===== src/rtl/button_counter_4b.sv =====
// Synchronise, debounce and edge-detect three active-low keys feeding a 4-bit up/down/load counter.
// Raw key edge to count change is DEBOUNCE_CYCLES+3 clocks; no backpressure, one event per accepted press.
module button_counter_4b #(
  parameter int DEBOUNCE_CYCLES = 500000
) (
  input  logic       clk,
  input  logic       rst_n,
  input  logic       key_up_n,
  input  logic       key_down_n,
  input  logic       key_load_n,
  input  logic [3:0] sw,
  output logic [3:0] count,
  output logic       wrap
);

  localparam int CW = $clog2(DEBOUNCE_CYCLES);
  localparam logic [CW-1:0] DB_LAST = CW'(DEBOUNCE_CYCLES - 1);

  localparam int K_UP   = 0;
  localparam int K_DOWN = 1;
  localparam int K_LOAD = 2;

  logic [2:0]    key_s1;
  logic [2:0]    key_s2;
  logic [3:0]    sw_s1;
  logic [3:0]    sw_s2;
  logic [2:0]    pressed;
  logic [2:0]    stable;
  logic [2:0]    stable_d;
  logic [2:0]    press_ev;
  logic [CW-1:0] deb_cnt [3];
  logic [3:0]    count_nxt;
  logic          wrap_nxt;

  // Keys idle high, so the synchroniser resets to "released".
  always_ff @(posedge clk) begin
    if (!rst_n) begin
      key_s1 <= '1;
      key_s2 <= '1;
      sw_s1  <= '0;
      sw_s2  <= '0;
    end else begin
      key_s1 <= {key_load_n, key_down_n, key_up_n};
      key_s2 <= key_s1;
      sw_s1  <= sw;
      sw_s2  <= sw_s1;
    end
  end

  assign pressed = ~key_s2;

  always_ff @(posedge clk) begin
    if (!rst_n) begin
      stable   <= '0;
      stable_d <= '0;
      for (int k = 0; k < 3; k++) begin
        deb_cnt[k] <= '0;
      end
    end else begin
      stable_d <= stable;
      for (int k = 0; k < 3; k++) begin
        if (pressed[k] == stable[k]) begin
          deb_cnt[k] <= '0;
        end else if (deb_cnt[k] == DB_LAST) begin
          stable[k]  <= ~stable[k];
          deb_cnt[k] <= '0;
        end else begin
          deb_cnt[k] <= deb_cnt[k] + CW'(1);
        end
      end
    end
  end

  // Only the released->pressed transition of the accepted state is an event.
  assign press_ev = stable & ~stable_d;

  always_comb begin
    count_nxt = count;
    wrap_nxt  = 1'b0;
    if (press_ev[K_LOAD]) begin
      count_nxt = sw_s2;
    end else if (press_ev[K_UP] && press_ev[K_DOWN]) begin
      count_nxt = count;
    end else if (press_ev[K_UP]) begin
      count_nxt = count + 4'd1;
      wrap_nxt  = (count == 4'd15);
    end else if (press_ev[K_DOWN]) begin
      count_nxt = count - 4'd1;
      wrap_nxt  = (count == 4'd0);
    end
  end

  always_ff @(posedge clk) begin
    if (!rst_n) begin
      count <= '0;
      wrap  <= 1'b0;
    end else begin
      count <= count_nxt;
      wrap  <= wrap_nxt;
    end
  end

endmodule


===== config.mk =====
export PLATFORM = sky130hd
export DESIGN_NAME = button_counter_4b
export DESIGN_NICKNAME = d
export VERILOG_FILES = /design/src/rtl/button_counter_4b.sv
export SDC_FILE = /design/constraint.sdc
export NUM_CORES = 1
export LEC_CHECK = 0
export ABC_AREA = 1
export BUFFER_PORTS_ARGS = -buffer_cell sky130_fd_sc_hd__buf_2
export CORE_ASPECT_RATIO = 0.8
export CORE_MARGIN = 2
export CORE_UTILIZATION = 34
export DETAILED_ROUTE_END_ITERATION = 10
export PLACE_DENSITY = 0.49
export SLEW_MARGIN = 40
export SYNTH_ARGS = -nofsm -noshare
export SYNTH_HDL_FRONTEND = slang
export SYNTH_SLANG_ARGS = --single-unit
export TNS_END_PERCENT = 100

===== constraint.sdc =====
create_clock -name clk -period 2.7 [get_ports clk]
set_clock_uncertainty 0.15 [all_clocks]
set_input_delay 0.54 -clock clk [delete_from_list [all_inputs] [get_ports clk]]
set_output_delay 0.54 -clock clk [all_outputs]
set_load 0.1 [all_outputs]

Yosys cells after proc, flatten, opt, wreduce, memory -nomap -nowiden
Memory sizes are Yosys's and may differ from the RTL's.
Cells that the tools add are included.
- $add $sub $neg: 5
- equality and inequality tests: 8
- muxes and demuxes: 49
- bitwise operators: 19
- reduce and logical (&&, ||, !) cells: 8
- operator list (kind ; number):
    two-way mux 19 bit ; 9
    adder 19 x 1 -> 19 bit, second input constant ; 3
    equality test 19 bit, second input constant ; 3
    two-way mux 1 bit ; 36
    two-way mux 4 bit ; 4
    bitwise OR 1 bit ; 9
    AND reduction 2 bit ; 4
    inverter 1 bit ; 7
    inverter 3 bit ; 2
    adder 4 x 1 -> 4 bit, second input constant ; 1
    equality test 4 bit, second input constant ; 1
    zero test 4 bit ; 1
    subtractor 4 x 1 -> 4 bit, second input constant ; 1
    bitwise AND 3 bit ; 1
    equality test 1 bit ; 3
    nonzero test 3 bit ; 1
    OR reduction 3 bit ; 1
    != test 2 bit, second input constant ; 1
    logical AND 1 bit ; 1
- register bits: 25
- bits in writable memories: 57
- bits of input ports: 9
- output and inout bits: 5
- memories kept: 1
- memory list (memory ; words ; width ; rd ports ; clocked after memory_dff ; write ports ; line ; RTL):
    deb_cnt ; 3 ; 19 ; 3 ; 0 ; 3 ; 31 ; logic [CW-1:0] deb_cnt [3];

Logic depth before layout (Yosys ltp)
Gate-level depths: netlist (run 1).
- depth in word-level cells: 8
- gate-level depth with buffers: 10

Least setup slack after synthesis (run 1)
Ideal clock, no wire load.
- kind: register to register
- from: register count[2]
- to: register count[3]
- setup time: 0.070 ns
- data arrival time: 1.867 ns
- required time: 2.480 ns
- slack: 0.613 ns
- cell stages (with the launch flop): 9
- path buffers: 0
- period minus slack after synthesis: 2.087 ns
- path through: dfxtp_1 -> ha_1 -> nand2_1 -> nand2_1 -> nor2_1 -> nand2_1 -> nand3_1 -> nand2_1 -> a21oi_1
- cells in the longest elaborated chain, start to end: 5
- ends and longest elaborated chain (item ; line ; RTL):
    start, declared ; 12 ; output logic [3:0] count,
    start signal, assigned ; 98 ; count <= count_nxt;
    subtractor 4 x 1 -> 4 bit ; 88 ; count_nxt = count - 4'd1;
    two-way mux 4 bit ; 87 ; end else if (press_ev[K_DOWN]) begin
    two-way mux 4 bit (*) ; 84 ; end else if (press_ev[K_UP]) begin
    two-way mux 4 bit (*) ; 82 ; end else if (press_ev[K_UP] && press_ev[K_DOWN]) begin
    two-way mux 4 bit (*) ; 80 ; if (press_ev[K_LOAD]) begin
Every way passes the cells marked *; elsewhere a longest branch is shown, timed or not. The select of a mux whose other input is x is not followed.
A chain may end at the register's enable or synchronous reset.

Worst setup path after layout (run 1)
- from: register count[1]
- to: output count[1]
No word-level cell between the ends.

==> impl_metrics.py, run 1 <==
metrics = {
    "run_status": {
        "status": "finished clean",
    },
    "synth": {
        "synth_common_cells": "nand2_1 (138), nor2_1 (113), inv_1 (71)",
        "yosysWarnings": 0,
        "synth-edff-count": 57,
        "async_reset_ff_share_pct": 0,
        "ys_top_cells_by_area": "edfxtp_1 (38%), nand2_1 (11%), dfxtp_1 (11%)",
        "syn-cell-area_mm2": 0.004552,
        "yosys.area.top_type_share_pct": 37.60,
        "synth_top_cell_by_area": "edfxtp_1",
        "yosysUniqueCellTypes": 36,
        "ys_ff_latch": 82,
        "yosysMostFrequentCell": "nand2_1",
        "post_synth.cell_area_avg_um2": 7.986,
        "synthCells": 570,
        "ys.flop_type": "edfxtp_1",
        "yosysSeqAreaShare_pct": 48.60,
    },
    "clocking": {
        "clkLatencyLatePin_ns": 0.35,
        "ctsResizeCount": 0,
        "htreeDepth": 3,
        "cts.clk_slew.worst_paths_ns": 0.07,
        "cts_made_buffers": 9,
        "cts.path.max_buffers": 2,
        "post_cts.repair.setup_buffers": 0,
        "root_buffer": "clkbuf_16",
        "cts_num_sinks": 82,
        "cts_tree": "built",
        "cts_hold_buf": 0,
    },
    "worst_setup_path": {
        "max_stage_delay_ns": 0.49,
        "worstPathRequired_ns": 2.01,
        "reg2reg_to": "deb_cnt[1][16]$_SDFFCE_PN0P_",
        "critPathBufInv": 1,
        "crit_path_start_kind": "flop",
        "worst-setup-path-type": "reg -> out",
        "rr_worst_depth": 8,
        "crit_family": "buffers and inverters",
        "crit_chain": "buf_2",
        "cp_max_fo": 6,
        "worst-path-stages": 1,
        "critPathCaptureType": "output pin",
        "r2r_start": "deb_cnt[1][0]$_SDFFCE_PN0P_",
        "cpMaxStageDelayCell": "buf_2",
        "rrSetupSlack_ns": 0.72,
        "worstPathArrival_ns": 1.32,
    },
    "drt": {
        "via_count": 3568,
        "wirelength_um": 9010,
        "route.detailed.drc": 0,
        "drtIter0Drc": 229,
        "via_per_inst": 4.330,
        "firstDrtPassIters": 4,
        "drt-wirelength-per-cell_um": 10.93,
        "postRouteAntennaNets": 0,
    },
    "sta": {
        "tns_ns": 0,
        "period_minus_slack_ns": 2.006,
        "finalHoldViolCount": 0,
        "fmax_mhz": 498.6,
        "setup_viol": 0,
        "drv_slew": 0,
        "holdWs_ns": 0.2273,
        "rsz0062_at_grt": "no",
        "fin_crit_sh_pct": 74.29,
    },
    "final_layout": {
        "area_delta_synth_final_pct": 16.16,
        "n_antenna_cell": 0,
        "n_fill_cell": 1377,
        "final_nets": 659,
        "drive_gt1_share_pct": 8.166,
    },
    "pwr": {
        "peakVddDrop_mv": 0.3341,
        "leakagePower_nw": 2.330,
        "power_per_cell_area_mw_per_mm2": 523.2,
    },
    "floorplanning": {
        "fp.dieW_um": 133.4,
        "pin_count": 14,
        "die_y_um": 107.5,
        "initial_core_util_pct": 35.12,
        "rows": 37,
        "die_area_mm2": 0.01434,
        "core-area_mm2": 0.01296,
    },
    "global_route": {
        "gr-usage-all-layers_pct": 14.26,
        "grt_max_degree": 18,
        "grt_pass1_wl_um": 16280,
        "grt_pass1_vias": 3508,
        "antenna_found_initial": 0,
        "grt_overflow": 0,
    },
    "placement": {
        "gp_congestion": 0.8327,
        "place_hpwl_um": 6773,
        "port_buffers": 13,
    },
    "min_path": {
        "worstHoldStart": "sw[2]",
        "min_path_type": "in -> reg",
        "whs_endpoint": "sw_s1[2]$_SDFF_PN0_",
        "hold_depth": 3,
    },
    "run": {
        "drv_cap": 0,
    },
}
==> metal layers <==
layer	global-route usage (%)	routed length, um	vias to the layer above
li1	-	-	1936
met1	19.79	4840	1585
met2	21.13	3715	42
met3	4.944	378	5
met4	3.875	75	0
met5	0	0	-
==> power breakdown <==
group / internal (mW) / leakage (nW) / switching (mW)
Combinational: 0.0404 / 1.39 / 0.0773
Sequential: 1.39 / 0.793 / 0.0418
Clock: 0.649 / 0.147 / 0.569
==> cell families (layout without fill, tap and decap cells) <==
kind of cell,count (synthesis),count (layout),share of synthesized area [%]
XOR/XNOR,23,23,4.425
AO/OA/AOI/OAI,34,34,4.371
adder cells (fa/ha/maj),6,6,1.814
flip-flops,82,82,48.60
AND/OR/NAND/NOR,346,346,33.65
buffers and inverters,78,101,7.064
other,1,57,0.08238
==> placed cells by master (no fill, tap or decap), types with 7 or more instances in the layout <==
cell type,Yosys,layout
nand2_1,138,138
conb_1,1,57
a21oi_1,23,23
clkbuf_16,0,9
nand4_1,15,15
buf_2,2,13
inv_1,71,71
nor3_1,8,8
or2_2,8,8
xnor2_1,7,7
nor2_1,113,113
edfxtp_1,57,57
dfxtp_1,25,25
nand3_1,43,43
xor2_1,16,16
==> sequential cells by signal (all words and copies together) (netlist names) <==
name      cells
sw_s2         4
deb_cnt      57
key_s2        3
stable_d      3
key_s1        3
count         4
stable        3
sw_s1         4
wrap          1
==> worst reg2reg max path, stage by stage (launching register included) <==
cell      delay [ns]
edfxtp_1        0.38
ha_1            0.25
nand3_2         0.15
inv_1           0.14
nand3_1         0.14
nand2_2         0.31
inv_1           0.11
nand2_1         0.08
inv_1           0.04
==> how the worst max path moves through the flow <==
stage                                      from                            to  slack [ns]
floorplan                 count[2]$_SDFFE_PN0P_         count[3]$_SDFFE_PN0P_        0.61
global placement                          rst_n  deb_cnt[0][16]$_SDFFCE_PN0P_        0.71
detailed placement                        rst_n   deb_cnt[2][2]$_SDFFCE_PN0P_        0.67
CTS                       count[1]$_SDFFE_PN0P_                      count[1]        0.66
global route        deb_cnt[1][0]$_SDFFCE_PN0P_  deb_cnt[1][15]$_SDFFCE_PN0P_        0.54
finish                    count[1]$_SDFFE_PN0P_                      count[1]        0.69
==> final cells by class <==
type	count	area [um^2]	share of cell area, %
Inverter	71	266.5	5.040
Clock inverter	7	63.81	1.207
Sequential cell	82	2212	41.84
Multi-Input combinational cell	466	2228	42.14
Timing Repair Buffer	14	72.57	1.372
Tap cell	175	219.0	4.141
Clock buffer	9	225.2	4.259
==> metrics by stage <==
step           utilization [%]  std cells  power [mW]  instance area [um^2]  setup slack (ns)
2_1_floorplan                -        626       1.542                  4762            0.6125
3_3_place_gp             38.56        808       1.574                  4999            0.7111
3_5_place_dp             38.56        808       1.575                  4999            0.6703
4_1_cts                  40.79        824       2.821                  5288            0.6590
5_1_grt                  40.79        824       2.893                  5288            0.5386
6_report                 40.79        824       2.766                  5288            0.6942
Power figures use the tool's default switching activity.
==> run 2, diff against run 1 <==
clock period = 2 ns   (was 2.7 ns; I/O delays follow)
==> impl_metrics.py, run 2 (synthesized netlist as in run 1, its figures left out) <==
metrics = {
    "sta": {
        "finalHoldViolCount": 0,
        "rsz0062_at_grt": "no",
        "fmax_mhz": 550.6,
        "tns_ns": 0,
        "fin_crit_sh_pct": 90.81,
        "drv_slew": 0,
        "setup_viol": 0,
        "period_minus_slack_ns": 1.816,
    },
    "placement": {
        "place_hpwl_um": 7208,
        "placed_cell_area_mm2": 0.005095,
        "gp_congestion": 0.9017,
        "dpl.cell_count": 817,
        "port_buffers": 13,
    },
    "global_route": {
        "grt_pass1_vias": 3413,
        "grt_max_degree": 19,
        "grt_pass1_wl_um": 16000,
        "grt_overflow": 0,
        "antenna_found_initial": 0,
        "gr-usage-all-layers_pct": 14.22,
    },
    "drt": {
        "wl_met1_um": 4876,
        "firstDrtPassIters": 4,
        "route.met3.wl_um": 385,
        "top_layer": "met4",
        "via_per_inst": 4.375,
        "wirelength_um": 9326,
        "wl_met2_um": 3962,
        "route.detailed.drc": 0,
        "via_count": 3644,
        "drtIter0Drc": 283,
        "drt-wirelength-per-cell_um": 11.20,
        "postRouteAntennaNets": 0,
    },
    "final_layout": {
        "postLayoutCellArea_mm2": 0.005395,
        "largest_reg_flops": 57,
        "drive_gt1_share_pct": 10.18,
        "final_common_cell": "nand2_1",
        "n_fill_cell": 1396,
        "regArea_mm2": 0.002216,
        "multi_input_area_mm2": 0.002246,
        "stdcell_count": 833,
        "layout_common_cells": "nand2_1 (138), nor2_1 (113), inv_1 (71)",
        "utilization_pct": 41.62,
        "area_delta_synth_final_pct": 18.53,
        "final_nets": 668,
        "largest_register": "deb_cnt",
        "n_antenna_cell": 0,
    },
    "pwr": {
        "switching_share_pct": 24.38,
        "leakagePower_nw": 2.382,
        "peakVddDrop_mv": 0.3825,
        "pwr-share-clk_pct": 43.2,
        "p_seq_share_pct": 52.1,
        "power.internal_mw": 2.805,
        "power_per_cell_area_mw_per_mm2": 687.5,
        "combinationalPowerShare_pct": 4.8,
        "switching_power_mw": 0.9042,
    },
    "worst_setup_path": {
        "cp_common_cell": "nand2_1",
        "crit_path_start_kind": "flop",
        "critPathCaptureType": "flop",
        "max_stage_delay_ns": 0.42,
        "worst-setup-path-type": "reg -> reg",
        "worstPathArrival_ns": 1.94,
        "cp_max_fo": 7,
        "cpMaxStageDelayCell": "dfxtp_1",
        "worstPathRequired_ns": 2.13,
        "crit_chain": "nand2_1 -> ha_1 -> nand2_1 -> nand2_1 -> nor2_1 -> nand2_1 -> nand3_1 -> nand2_1 -> a21oi_1",
    },
    "clocking": {
        "cts_tree": "built",
        "cts.clk_slew.worst_paths_ns": 0.07,
        "cts_made_buffers": 9,
        "root_buffer": "clkbuf_16",
        "post_cts.repair.setup_buffers": 0,
        "cts.path.max_buffers": 2,
        "clkLatencyLatePin_ns": 0.34,
        "htreeDepth": 3,
        "cts_num_sinks": 82,
    },
    "floorplanning": {
        "die_area_mm2": 0.01434,
        "fp.dieW_um": 133.4,
        "die_y_um": 107.5,
        "core-area_mm2": 0.01296,
        "pin_count": 14,
        "rows": 37,
        "initial_core_util_pct": 35.12,
    },
    "run_status": {
        "status": "finished clean",
    },
    "min_path": {
        "min_path_type": "in -> reg",
    },
    "run": {
        "drv_cap": 0,
    },
}
run 2: stage by stage:
stage	worst slack [ns]	power (mW)	hold slack (ns)
after floorplan	0.2291	2.081	0.2405
final	0.1837	3.709	0.08714
after CTS	0.1210	3.769	0.07070
after global routing	0.02499	3.865	0.08869
after detailed placement	0.1302	2.141	0.2560
after global placement	0.1327	2.139	0.2480
run 2: final cells by class:
| cell class | count | area share, % |
|---|---|---|
| multi-input cells | 466 | 41.63 |
| clock inverters | 7 | 1.067 |
| inverters | 71 | 4.940 |
| flip-flops and latches | 82 | 41.07 |
| well taps | 175 | 4.058 |
| clock buffers | 9 | 4.174 |
| repair buffers | 23 | 3.061 |
run 2: path summary, 6_finish.rpt:
path | startpoint | slack, ns | end | cells past startpoint
hold reg to reg | key_s1[1]$_SDFF_PN1_ | 0.27 | key_s2[1]$_SDFF_PN1_ | 1
hold / removal | sw[1] | 0.09 | sw_s1[1]$_SDFF_PN0_ | 3
setup reg to reg | stable[0]$_SDFFE_PN0P_ | 0.18 | count[3]$_SDFFE_PN0P_ | 9
setup / recovery | stable[0]$_SDFFE_PN0P_ | 0.18 | count[3]$_SDFFE_PN0P_ | 9
run 2: timing repair:
item                       in CTS  in global routing
resized for setup               0                  4
setup endpoints to repair       0                 23
hold buffers                    0                  0
run 2: per-layer routing:
| metal | GRT usage [%] | vias up |
|---|---|---|
| met1 | 19.42 | 1632 |
| met4 | 4.179 | 0 |
| li1 | - | 1957 |
| met2 | 21.32 | 44 |
| met5 | 0 | - |
| met3 | 4.896 | 11 |
run 2: critical path, delay by kind of cell (launching register included):
kind	cells	cell delay, ns
flops	1	0.42
simple gates	7	0.66
compound gates	1	0.11
fa+ha+maj	1	0.40
run 2: power by group through the flow:
| stage | Combinational (mW) | Sequential [mW] | Clock (mW) |
|---|---|---|---|
| 2_1_floorplan | 0.131 | 1.95 | 0 |
| 3_3_place_gp | 0.173 | 1.97 | 0 |
| 3_5_place_dp | 0.173 | 1.97 | 0 |
| 4_1_cts | 0.175 | 1.93 | 1.66 |
| 5_1_grt | 0.208 | 1.94 | 1.72 |
| 6_report | 0.176 | 1.93 | 1.60 |
==> run 3, diff against run 2 <==
ABC_AREA = default   (was 1)
==> impl_metrics.py, run 3 <==
metrics = {
    "sta": {
        "setup_viol": 0,
        "finalHoldViolCount": 0,
        "tns_ns": 0,
        "fmax_mhz": 536.8,
        "worst_slack_ns": 0.1373,
        "holdWs_ns": 0.09043,
        "rsz0062_at_grt": "no",
        "drv_slew": 0,
        "period_minus_slack_ns": 1.863,
        "fin_crit_sh_pct": 93.14,
    },
    "worst_setup_path": {
        "crit_path_start_kind": "flop",
        "critPathBufInv": 1,
        "max_stage_delay_ns": 0.37,
        "reg2reg_to": "deb_cnt[0][6]$_SDFFCE_PN0P_",
        "critPathCaptureType": "flop",
        "crit_family": "simple AND/OR/NAND/NOR gates",
        "cp_max_fo": 9,
        "rr_worst_depth": 6,
        "r2r_start": "deb_cnt[0][1]$_SDFFCE_PN0P_",
        "worst-setup-path-type": "reg -> reg",
        "crit_chain": "ha_1 -> nand4_2 -> nor3_1 -> or2_1 -> buf_4 -> nor2_1",
        "critPathLaunch": "deb_cnt[0][1]$_SDFFCE_PN0P_",
        "cpMaxStageDelayCell": "edfxtp_1",
        "worstPathRequired_ns": 1.95,
        "rrSetupSlack_ns": 0.14,
        "worstPathArrival_ns": 1.81,
    },
    "floorplanning": {
        "rows": 35,
        "core-area_mm2": 0.01152,
        "die_area_mm2": 0.01270,
        "pin_count": 14,
        "fp.dieW_um": 125.5,
        "initial_core_util_pct": 34.86,
        "die_y_um": 101.2,
    },
    "placement": {
        "dpl.cell_count": 598,
        "dp_slack_ns": 0.06329,
        "place_hpwl_um": 4911,
        "port_buffers": 13,
        "gp_congestion": 0.7377,
    },
    "pwr": {
        "p_seq_share_pct": 50.8,
        "switching_share_pct": 22.11,
        "peakVddDrop_mv": 0.3888,
        "pwr-share-clk_pct": 45.2,
        "leakagePower_nw": 1.912,
        "power_mw": 3.792,
        "power.internal_mw": 2.954,
        "power_per_cell_area_mw_per_mm2": 767.7,
        "switching_power_mw": 0.8387,
        "combinationalPowerShare_pct": 3.9,
    },
    "final_layout": {
        "regArea_mm2": 0.002217,
        "layout_common_cells": "nor2_1 (66), edfxtp_1 (57), conb_1 (57)",
        "largest_reg_flops": 57,
        "n_antenna_cell": 0,
        "final_nets": 476,
        "largest_register": "deb_cnt",
        "final_common_cell": "nor2_1",
        "area_delta_synth_final_pct": 23.03,
        "drive_gt1_share_pct": 14.59,
        "stdcell_count": 614,
        "multi_input_area_mm2": 0.001944,
        "n_fill_cell": 1136,
    },
    "global_route": {
        "antenna_found_initial": 0,
        "grt_pass1_wl_um": 11980,
        "grt_pass1_vias": 2574,
        "gr-usage-all-layers_pct": 11.90,
        "grt_max_degree": 21,
        "grt_overflow": 0,
    },
    "synth": {
        "synth-edff-count": 57,
        "yosysSeqAreaShare_pct": 55.10,
        "ys.flop_type": "edfxtp_1",
        "synth_fa_ha_area_share_pct": 2.057,
        "yosysMostFrequentCell": "nor2_1",
        "yosys.area.top_type_share_pct": 42.63,
        "synth-compound-area-share_pct": 1.122,
        "synth_xor_area_share_pct": 12.43,
        "synthCells": 370,
        "yosysWarnings": 0,
        "async_reset_ff_share_pct": 0,
        "ys_ff_latch": 82,
        "synth_top_family_by_area": "simple AND/OR/NAND/NOR gates",
        "synth_top_cell_by_area": "edfxtp_1",
        "yosysUniqueCellTypes": 43,
        "syn-cell-area_mm2": 0.004015,
        "ys_top_cells_by_area": "edfxtp_1 (43%), dfxtp_1 (12%), xor2_1 (6.3%)",
        "post_synth.cell_area_avg_um2": 10.85,
        "synth_common_cells": "nor2_1 (66), edfxtp_1 (57), xor2_1 (29)",
        "synthSimpleGateAreaFrac_pct": 25.33,
        "synth_mux_area_share_pct": 1.527,
    },
    "run_status": {
        "status": "finished clean",
    },
    "clocking": {
        "htreeDepth": 3,
        "cts_num_sinks": 82,
        "root_buffer": "clkbuf_16",
        "post_cts.repair.setup_buffers": 0,
        "cts.path.max_buffers": 2,
        "cts.clk_slew.worst_paths_ns": 0.07,
        "cts_tree": "built",
        "clkLatencyLatePin_ns": 0.34,
        "cts_made_buffers": 9,
    },
    "drt": {
        "firstDrtPassIters": 4,
        "route.detailed.drc": 0,
        "drt-wirelength-per-cell_um": 11.04,
        "via_count": 2626,
        "postRouteAntennaNets": 0,
        "wirelength_um": 6779,
        "via_per_inst": 4.277,
        "drtIter0Drc": 103,
    },
    "min_path": {
        "whs_endpoint": "key_s1[0]$_SDFF_PN1_",
        "hold_depth": 2,
        "min_path_type": "in -> reg",
        "worstHoldStart": "key_up_n",
    },
    "run": {
        "drv_cap": 0,
    },
}
run 3: cell types whose count changed after synthesis, sizes merged, moves of 8 or more:
cell / before / now
a21oi: 23 / 1
and2: 1 / 13
and3: 0 / 12
inv: 71 / 8
nand2: 140 / 26
nand2b: 0 / 8
nand3: 46 / 27
nor2: 116 / 66
or2: 12 / 4
xnor2: 7 / 28
xor2: 16 / 29
run 3: worst max-delay path by stage:
| stage | endpoint | slack (ns) | depth (start not counted) |
|---|---|---|---|
| 3_3_place_gp | count[3]$_SDFFE_PN0P_ | 0.1 | 7 |
| 3_5_place_dp | count[3]$_SDFFE_PN0P_ | 0.06 | 7 |
| 2_1_floorplan | count[3]$_SDFFE_PN0P_ | 0.02 | 5 |
| 4_1_cts | count[3]$_SDFFE_PN0P_ | 0.04 | 7 |
| 6_report | deb_cnt[0][6]$_SDFFCE_PN0P_ | 0.14 | 6 |
| 5_1_grt | deb_cnt[0][14]$_SDFFCE_PN0P_ | 0.02 | 6 |
run 3: logic make-up (layout without fill, tap and decap cells):
family,Yosys count,count (layout)
AND/OR/NAND/NOR,194,194
flip-flops,82,82
XOR/XNOR,57,57
buffers and inverters,18,58
adder cells (fa/ha/maj),6,6
AO/OA/AOI/OAI,6,6
multiplexers,6,6
other,1,57
run 3: layout make-up:
class	instances	area share [%]
Tap cell	148	3.749
Sequential cell	82	44.88
Inverter	8	0.6079
Timing Repair Buffer	34	5.015
Multi-Input combinational cell	326	39.36
Clock buffer	11	5.572
Clock inverter	5	0.8105
run 3: what timing repair did:
item                       in CTS  in global routing
hold buffers                    0                  0
setup endpoints to repair       0                 18
gates resized for setup         0                  6
run 3: power by group through the flow:
stage / registers [mW] / logic, mW / clock network (mW)
after floorplan: 1.95 / 0.102 / 0
after global placement: 1.96 / 0.146 / 0
after detailed placement: 1.97 / 0.146 / 0
after CTS: 1.93 / 0.148 / 1.78
after global routing: 1.94 / 0.172 / 1.82
final: 1.93 / 0.149 / 1.71
run 3: stage by stage:
step	utilization (%)	area [um^2]
after detailed placement	39.92	4598
after CTS	42.66	4913
after floorplan	-	4229
after global routing	42.89	4940
after global placement	39.92	4598
final	42.89	4940
run 3: metal layers:
layer  track usage (%)  vias up  part of all wire [%]
li1                  -     1404                     -
met1             16.22     1191                    53
met2             18.00       23                    42
met3             3.539        8                   3.3
met4             4.615        0                   1.7
met5                 0        -                     0
